### config.mk
export PLATFORM = sky130hd
export DESIGN_NAME = fft_input_reorder
export DESIGN_NICKNAME = d
export VERILOG_FILES = /design/src/rtl/fft_pkg.sv /design/src/rtl/fft_frame_bank.sv /design/src/rtl/fft_input_reorder.sv
export SDC_FILE = /design/constraint.sdc
export NUM_CORES = 1
export LEC_CHECK = 0
export BUFFER_PORTS_ARGS = -buffer_cell sky130_fd_sc_hd__buf_4
export CAP_MARGIN = 30
export CORE_AREA = 2 2 159 161
export CTS_BUF_LIST = sky130_fd_sc_hd__clkbuf_4
export CTS_CLUSTER_DIAMETER = 150
export DETAILED_ROUTE_END_ITERATION = 16
export DIE_AREA = 0 0 161 163
export GPL_ROUTABILITY_DRIVEN = 0
export PLACE_DENSITY = 0.66
export SYNTH_ARGS = -nofsm -noshare
export SYNTH_HDL_FRONTEND = slang
export SYNTH_SLANG_ARGS = --single-unit
### constraint.sdc
create_clock -name clk -period 6 [get_ports clk]
set_input_delay 0.9 -clock clk [delete_from_list [all_inputs] [get_ports clk]]
set_output_delay 0.9 -clock clk [all_outputs]
set_load 0.02 [all_outputs]
### src/rtl/fft_pkg.sv
// Shared FFT definitions: frame geometry, sample type and index helpers.
package fft_pkg;

  localparam int FFT_POINTS = 8;
  localparam int FFT_LOG2   = 3;
  localparam int PAIRS      = 4;
  localparam int SAMPLE_W   = 16;

  // One packed complex sample: upper half real, lower half imaginary.
  typedef logic [SAMPLE_W-1:0] sample_t;

  // Reverse a 3-bit index (also used for twiddle indexing in later stages).
  function automatic logic [FFT_LOG2-1:0] bitrev3(input logic [FFT_LOG2-1:0] idx);
    return {idx[0], idx[1], idx[2]};
  endfunction

endpackage

### src/rtl/fft_frame_bank.sv
// One 8-entry frame buffer: single write port, two combinational read ports,
// asynchronous active-low clear of every word.
module fft_frame_bank
  import fft_pkg::*;
#(
  parameter int DATA_W = 16
) (
  input  logic                clk,
  input  logic                rst,
  input  logic                wr_en,
  input  logic [FFT_LOG2-1:0] wr_addr,
  input  logic [DATA_W-1:0]   wr_data,
  input  logic [FFT_LOG2-1:0] rd_addr_1,
  output logic [DATA_W-1:0]   rd_data_1,
  input  logic [FFT_LOG2-1:0] rd_addr_2,
  output logic [DATA_W-1:0]   rd_data_2
);

  logic [DATA_W-1:0] mem [FFT_POINTS];

  // Storage: cleared on reset, one word written per accepted sample.
  always_ff @(posedge clk or negedge rst) begin
    if (!rst) begin
      for (int i = 0; i < FFT_POINTS; i++) begin
        mem[i] <= '0;
      end
    end else if (wr_en) begin
      mem[wr_addr] <= wr_data;
    end
  end

  // Both read ports are plain combinational lookups.
  always_comb begin
    rd_data_1 = mem[rd_addr_1];
    rd_data_2 = mem[rd_addr_2];
  end

endmodule

### src/rtl/fft_input_reorder.sv
// FFT front end: collects 8 natural-order samples into a ping-pong bank and
// drains each full frame as 4 bit-reversed operand pairs.
// Handshake: a transfer happens on a rising edge where valid && ready; valid
// never depends on ready, and data/valid hold steady until the transfer.
module fft_input_reorder
  import fft_pkg::*;
#(
  parameter int DATA_W = 16
) (
  input  logic              clk,
  input  logic              rst,
  input  logic              in_valid,
  output logic              in_ready,
  input  logic [DATA_W-1:0] in_data,
  output logic              out_valid,
  input  logic              out_ready,
  output logic [DATA_W-1:0] out_1,
  output logic [DATA_W-1:0] out_2,
  output logic [1:0]        out_pair,
  output logic              out_last
);

  localparam logic [FFT_LOG2-1:0] LAST_WR = FFT_LOG2'(FFT_POINTS - 1);
  localparam logic [1:0]          LAST_RD = 2'(PAIRS - 1);

  logic                wr_bank;
  logic                rd_bank;
  logic [FFT_LOG2-1:0] wr_cnt;
  logic [1:0]          rd_cnt;
  logic [1:0]          bank_full;
  logic [1:0]          bank_full_nxt;

  logic                wr_fire;
  logic                rd_fire;
  logic [FFT_LOG2-1:0] rd_addr_1;
  logic [FFT_LOG2-1:0] rd_addr_2;
  logic [DATA_W-1:0]   b0_data_1;
  logic [DATA_W-1:0]   b0_data_2;
  logic [DATA_W-1:0]   b1_data_1;
  logic [DATA_W-1:0]   b1_data_2;

  // Handshake qualifiers and bit-reversed read addresses for pair k.
  always_comb begin
    in_ready  = !bank_full[wr_bank];
    out_valid = bank_full[rd_bank];
    wr_fire   = in_valid && in_ready;
    rd_fire   = out_valid && out_ready;
    rd_addr_1 = bitrev3({rd_cnt, 1'b0});
    rd_addr_2 = bitrev3({rd_cnt, 1'b1});
  end

  fft_frame_bank #(.DATA_W(DATA_W)) u_bank0 (
    .clk       (clk),
    .rst       (rst),
    .wr_en     (wr_fire && !wr_bank),
    .wr_addr   (wr_cnt),
    .wr_data   (in_data),
    .rd_addr_1 (rd_addr_1),
    .rd_data_1 (b0_data_1),
    .rd_addr_2 (rd_addr_2),
    .rd_data_2 (b0_data_2)
  );

  fft_frame_bank #(.DATA_W(DATA_W)) u_bank1 (
    .clk       (clk),
    .rst       (rst),
    .wr_en     (wr_fire && wr_bank),
    .wr_addr   (wr_cnt),
    .wr_data   (in_data),
    .rd_addr_1 (rd_addr_1),
    .rd_data_1 (b1_data_1),
    .rd_addr_2 (rd_addr_2),
    .rd_data_2 (b1_data_2)
  );

  // Output pair comes from whichever bank the read side is draining.
  always_comb begin
    out_1    = rd_bank ? b1_data_1 : b0_data_1;
    out_2    = rd_bank ? b1_data_2 : b0_data_2;
    out_pair = rd_cnt;
    out_last = out_valid && (rd_cnt == LAST_RD);
  end

  // Full flags: write side sets, read side clears; they always hit different banks.
  always_comb begin
    bank_full_nxt = bank_full;
    if (wr_fire && (wr_cnt == LAST_WR)) begin
      bank_full_nxt[wr_bank] = 1'b1;
    end
    if (rd_fire && (rd_cnt == LAST_RD)) begin
      bank_full_nxt[rd_bank] = 1'b0;
    end
  end

  // Write pointer and sample counter advance only on accepted samples.
  always_ff @(posedge clk or negedge rst) begin
    if (!rst) begin
      wr_bank <= 1'b0;
      wr_cnt  <= '0;
    end else if (wr_fire) begin
      if (wr_cnt == LAST_WR) begin
        wr_cnt  <= '0;
        wr_bank <= !wr_bank;
      end else begin
        wr_cnt <= wr_cnt + 1'b1;
      end
    end
  end

  // Read pointer and pair counter advance only on consumed pairs.
  always_ff @(posedge clk or negedge rst) begin
    if (!rst) begin
      rd_bank <= 1'b0;
      rd_cnt  <= '0;
    end else if (rd_fire) begin
      if (rd_cnt == LAST_RD) begin
        rd_cnt  <= '0;
        rd_bank <= !rd_bank;
      end else begin
        rd_cnt <= rd_cnt + 1'b1;
      end
    end
  end

  // Full-flag register.
  always_ff @(posedge clk or negedge rst) begin
    if (!rst) begin
      bank_full <= 2'b00;
    end else begin
      bank_full <= bank_full_nxt;
    end
  end

endmodule

==> results.md <==
- Outcome: complete, no violations
- Core area: 0.0247 mm^2
- Routed WL per cell: 21.7 um
- First-pass GRT wire length: 42.1 mm
- Ys Warns: 0
- CTS tree: built
- H-tree Lvls: 3
- Final std cells w/o fill: 1194
- Period minus WS final: 4050 ps
- Synth Cell Area: 0.0120 mm^2
- Number of enable flip-flop cells after synthesis: 0
- Internal: 5300 uW
- Post-CTS Hold Buffers: 0
- Period utilisation layout: 67.5%
- Reg2reg end: u_bank1.mem[0]
- Reg-to-reg slack, setup: 3820 ps
- R2R cell count: 4
- Final setup violating endpoints: 0
- Stages on the worst setup path: 5
- Worst Path Arrival: 3150 ps
- Total clock sinks: 265
- Crit path max-delay cell type: dfrtp_4
- CTS Root Cell: clkbuf_4
- Vias in the first global route: 7668
- Pleak: 0.00623 uW
- Setup WS pre-CTS: 2580 ps
- Logic pwr share: 40.5%
- Worst hold path class: in -> async
- CTS clk-pin slew, worst paths: 80 ps
- Fin nets: 835
- Worst slew margin: 34.3%
- Max_cap viols: 0
- Slew @ Worst Pin: 983 ps
- Worst Setup SP: out_pair[1]
- Most common cell after layout, fill and taps aside: mux2_2
- Layout overhead on the synthesized area: 13.7%
- Sequential fraction of the synthesis area: 55.1%
- Die Height: 163 um
- Slowest stage delay, CP: 680 ps
- Vias/cell: 5.62
- CP bufs+invs: 3
- Sequential share of power: 39.8%
- Post-route DRC violation count: 0
- Fin. Hold Viols: 0
- Library cells used by synthesis: 31
- Clk_skew: 43.1 ps
- Die ar.: 0.0262 mm^2
- Max-slew violation count: 0
- Layout cells sized above 1: 64.0%
- # placed instances: 1068
- Dpl hpwl: 16.0 mm
- Drt pass-1 iters: 4
- GR Overflow Total: 0
- Sw frac: 32.3%
- Mean Syn Cell Area: 16.6 um^2
- Crit path max-delay family: buffers and inverters
- Syn Inst Count: 724
- Clk_lat worst skew: 670 ps
- Pwr per Cell Area: 571 mW/mm^2
- Via count: 6708
- NetSw: 2520 uW
- Top-Level Pins: 57
- CTS Buffer Depth: 3
- Final Hold Slack: 323 ps
- CP startpoint kind: flop
- Crit-path cells: buf_16, buf_4, mux4_2, mux2_2, buf_4
- Post-route ant nets: 0
- RSZ-0062 raised after global routing: false
- Top cell by count, worst path: buf_4
- Number of synthesized register bits: 265
- Total global-route track usage: 21.1%
- PostCTS Resize Cnt: 0
- Largest net degree at the start of global routing: 130
- Initial Util: 48.8%
- Die W: 161 um
- Net Count, Synth: 747
- Commonest cells after routing, fill and taps aside: mux2_2 (293), dfrtp_1 (262), clkbuf_4 (101)
- Max VDD drop: 0.325 mV
- Clk pwr share: 19.6%
- Asr flop ratio synth: 100%
- Post-Route WL: 25.9 mm
- CP Max Fanout: 32
- Num CTS Buffers: 71
- CP Capture Type: output port
- Fin Setup TNS: 0 ps
- Iter 0 DRT Violations: 334
- Setup Fix Bufs, Post-CTS: 0
- Crit path capture: out_1[12]
- CP Class: reg -> out
- Worst path required time: 5100 ps
- Final WS setup: 1950 ps
- Buffers on Ports: 56
- Antenna violations before repair: 1
- FF-to-FF Start: wr_bank
- Highest clock rate: 247 MHz
- Prevailing post-synth register cell: dfrtp_1
- Num rows: 58
-- flip-flops by register name, summed over array words and instances, names as in the netlist --
register     count
bank_full        2
u_bank1.mem    128
wr_cnt           3
u_bank0.mem    128
wr_bank          1
rd_bank          1
out_pair         2
-- cell usage after synthesis, types with 3 or more instances --
library cell  instances  share of area, %
mux2_2              293                27
dfrtp_1             265                55
mux4_2               64                12
clkbuf_1             22              0.69
buf_2                17              0.71
buf_6                 8              0.75
nand2_2               7              0.36
nand2_1               6              0.19
buf_4                 5              0.31
nor2b_1               5              0.26
buf_1                 4              0.12
nor2_1                4              0.12
ha_1                  3              0.31
-- worst reg2reg max path, stage by stage, from the launching register on --
cell and delay, ps:
dfrtp_1 550, nand4b_2 260, nor2_2 640, buf_8 240, mux2_2 350
-- routing by layer --
| metal | global-route usage [%] | share of wire, % | routed length, um | up-vias |
|---|---|---|---|---|
| li1 | - | - | - | 2924 |
| met1 | 26.8 | 43 | 11200 | 3594 |
| met2 | 35.7 | 51 | 13200 | 141 |
| met3 | 4.79 | 4.0 | 1040 | 49 |
| met4 | 7.51 | 1.9 | 499 | 0 |
| met5 | 0 | 0 | 0 | - |
-- cell type report --
type                            count  area, um^2
Tap cell                          330         413
Sequential cell                   265        6640
Clock buffer                      101         758
Fill cell                        2005       11000
Timing Repair Buffer               72         668
Multi-Input combinational cell    402        5090
Clock inverter                     23         120
Antenna cell                        1        2.50
-- worst min-delay path by stage --
stage                     slack (ps)  cells past startpoint         endpoint
after global routing             370                      1  u_bank0.mem[50]
after detailed placement         490                      1  u_bank0.mem[20]
after floorplan                  450                      1  u_bank0.mem[14]
after CTS                        360                      1  u_bank0.mem[38]
after global placement           460                      1  u_bank0.mem[14]
final                            320                      1  u_bank1.mem[34]
-- kinds of logic (layout without fill, tap and decap cells) --
logic type      Yosys count  in the layout  synth area share, %
compound gates            5              5                0.270
simple gates             34             34                 2.05
other cells               0              1                    0
buf+inv                  57            196                 2.62
mux                     360            360                 39.7
fa+ha+maj                 3              3                0.312
flops                   265            265                 55.1
-- metrics by stage --
| stage | cell area, um^2 | util, % | power, uW |
|---|---|---|---|
| after floorplan | 12000 | - | 5320 |
| after global placement | 12600 | 51.2 | 6120 |
| after detailed placement | 12800 | 51.8 | 6360 |
| after CTS | 13700 | 55.4 | 7930 |
| after global routing | 13700 | 55.5 | 8320 |
| final | 13700 | 55.5 | 7820 |
-- power by group through the flow --
| stage | Clock [uW] | Sequential (uW) | Combinational [uW] |
|---|---|---|---|
| floorplan | 0 | 2890 | 2420 |
| global placement | 0 | 3210 | 2910 |
| detailed placement | 0 | 3140 | 3220 |
| CTS | 1590 | 3120 | 3230 |
| global route | 1700 | 3220 | 3410 |
| finish | 1530 | 3110 | 3170 |
(Power assumes the default switching activity.)
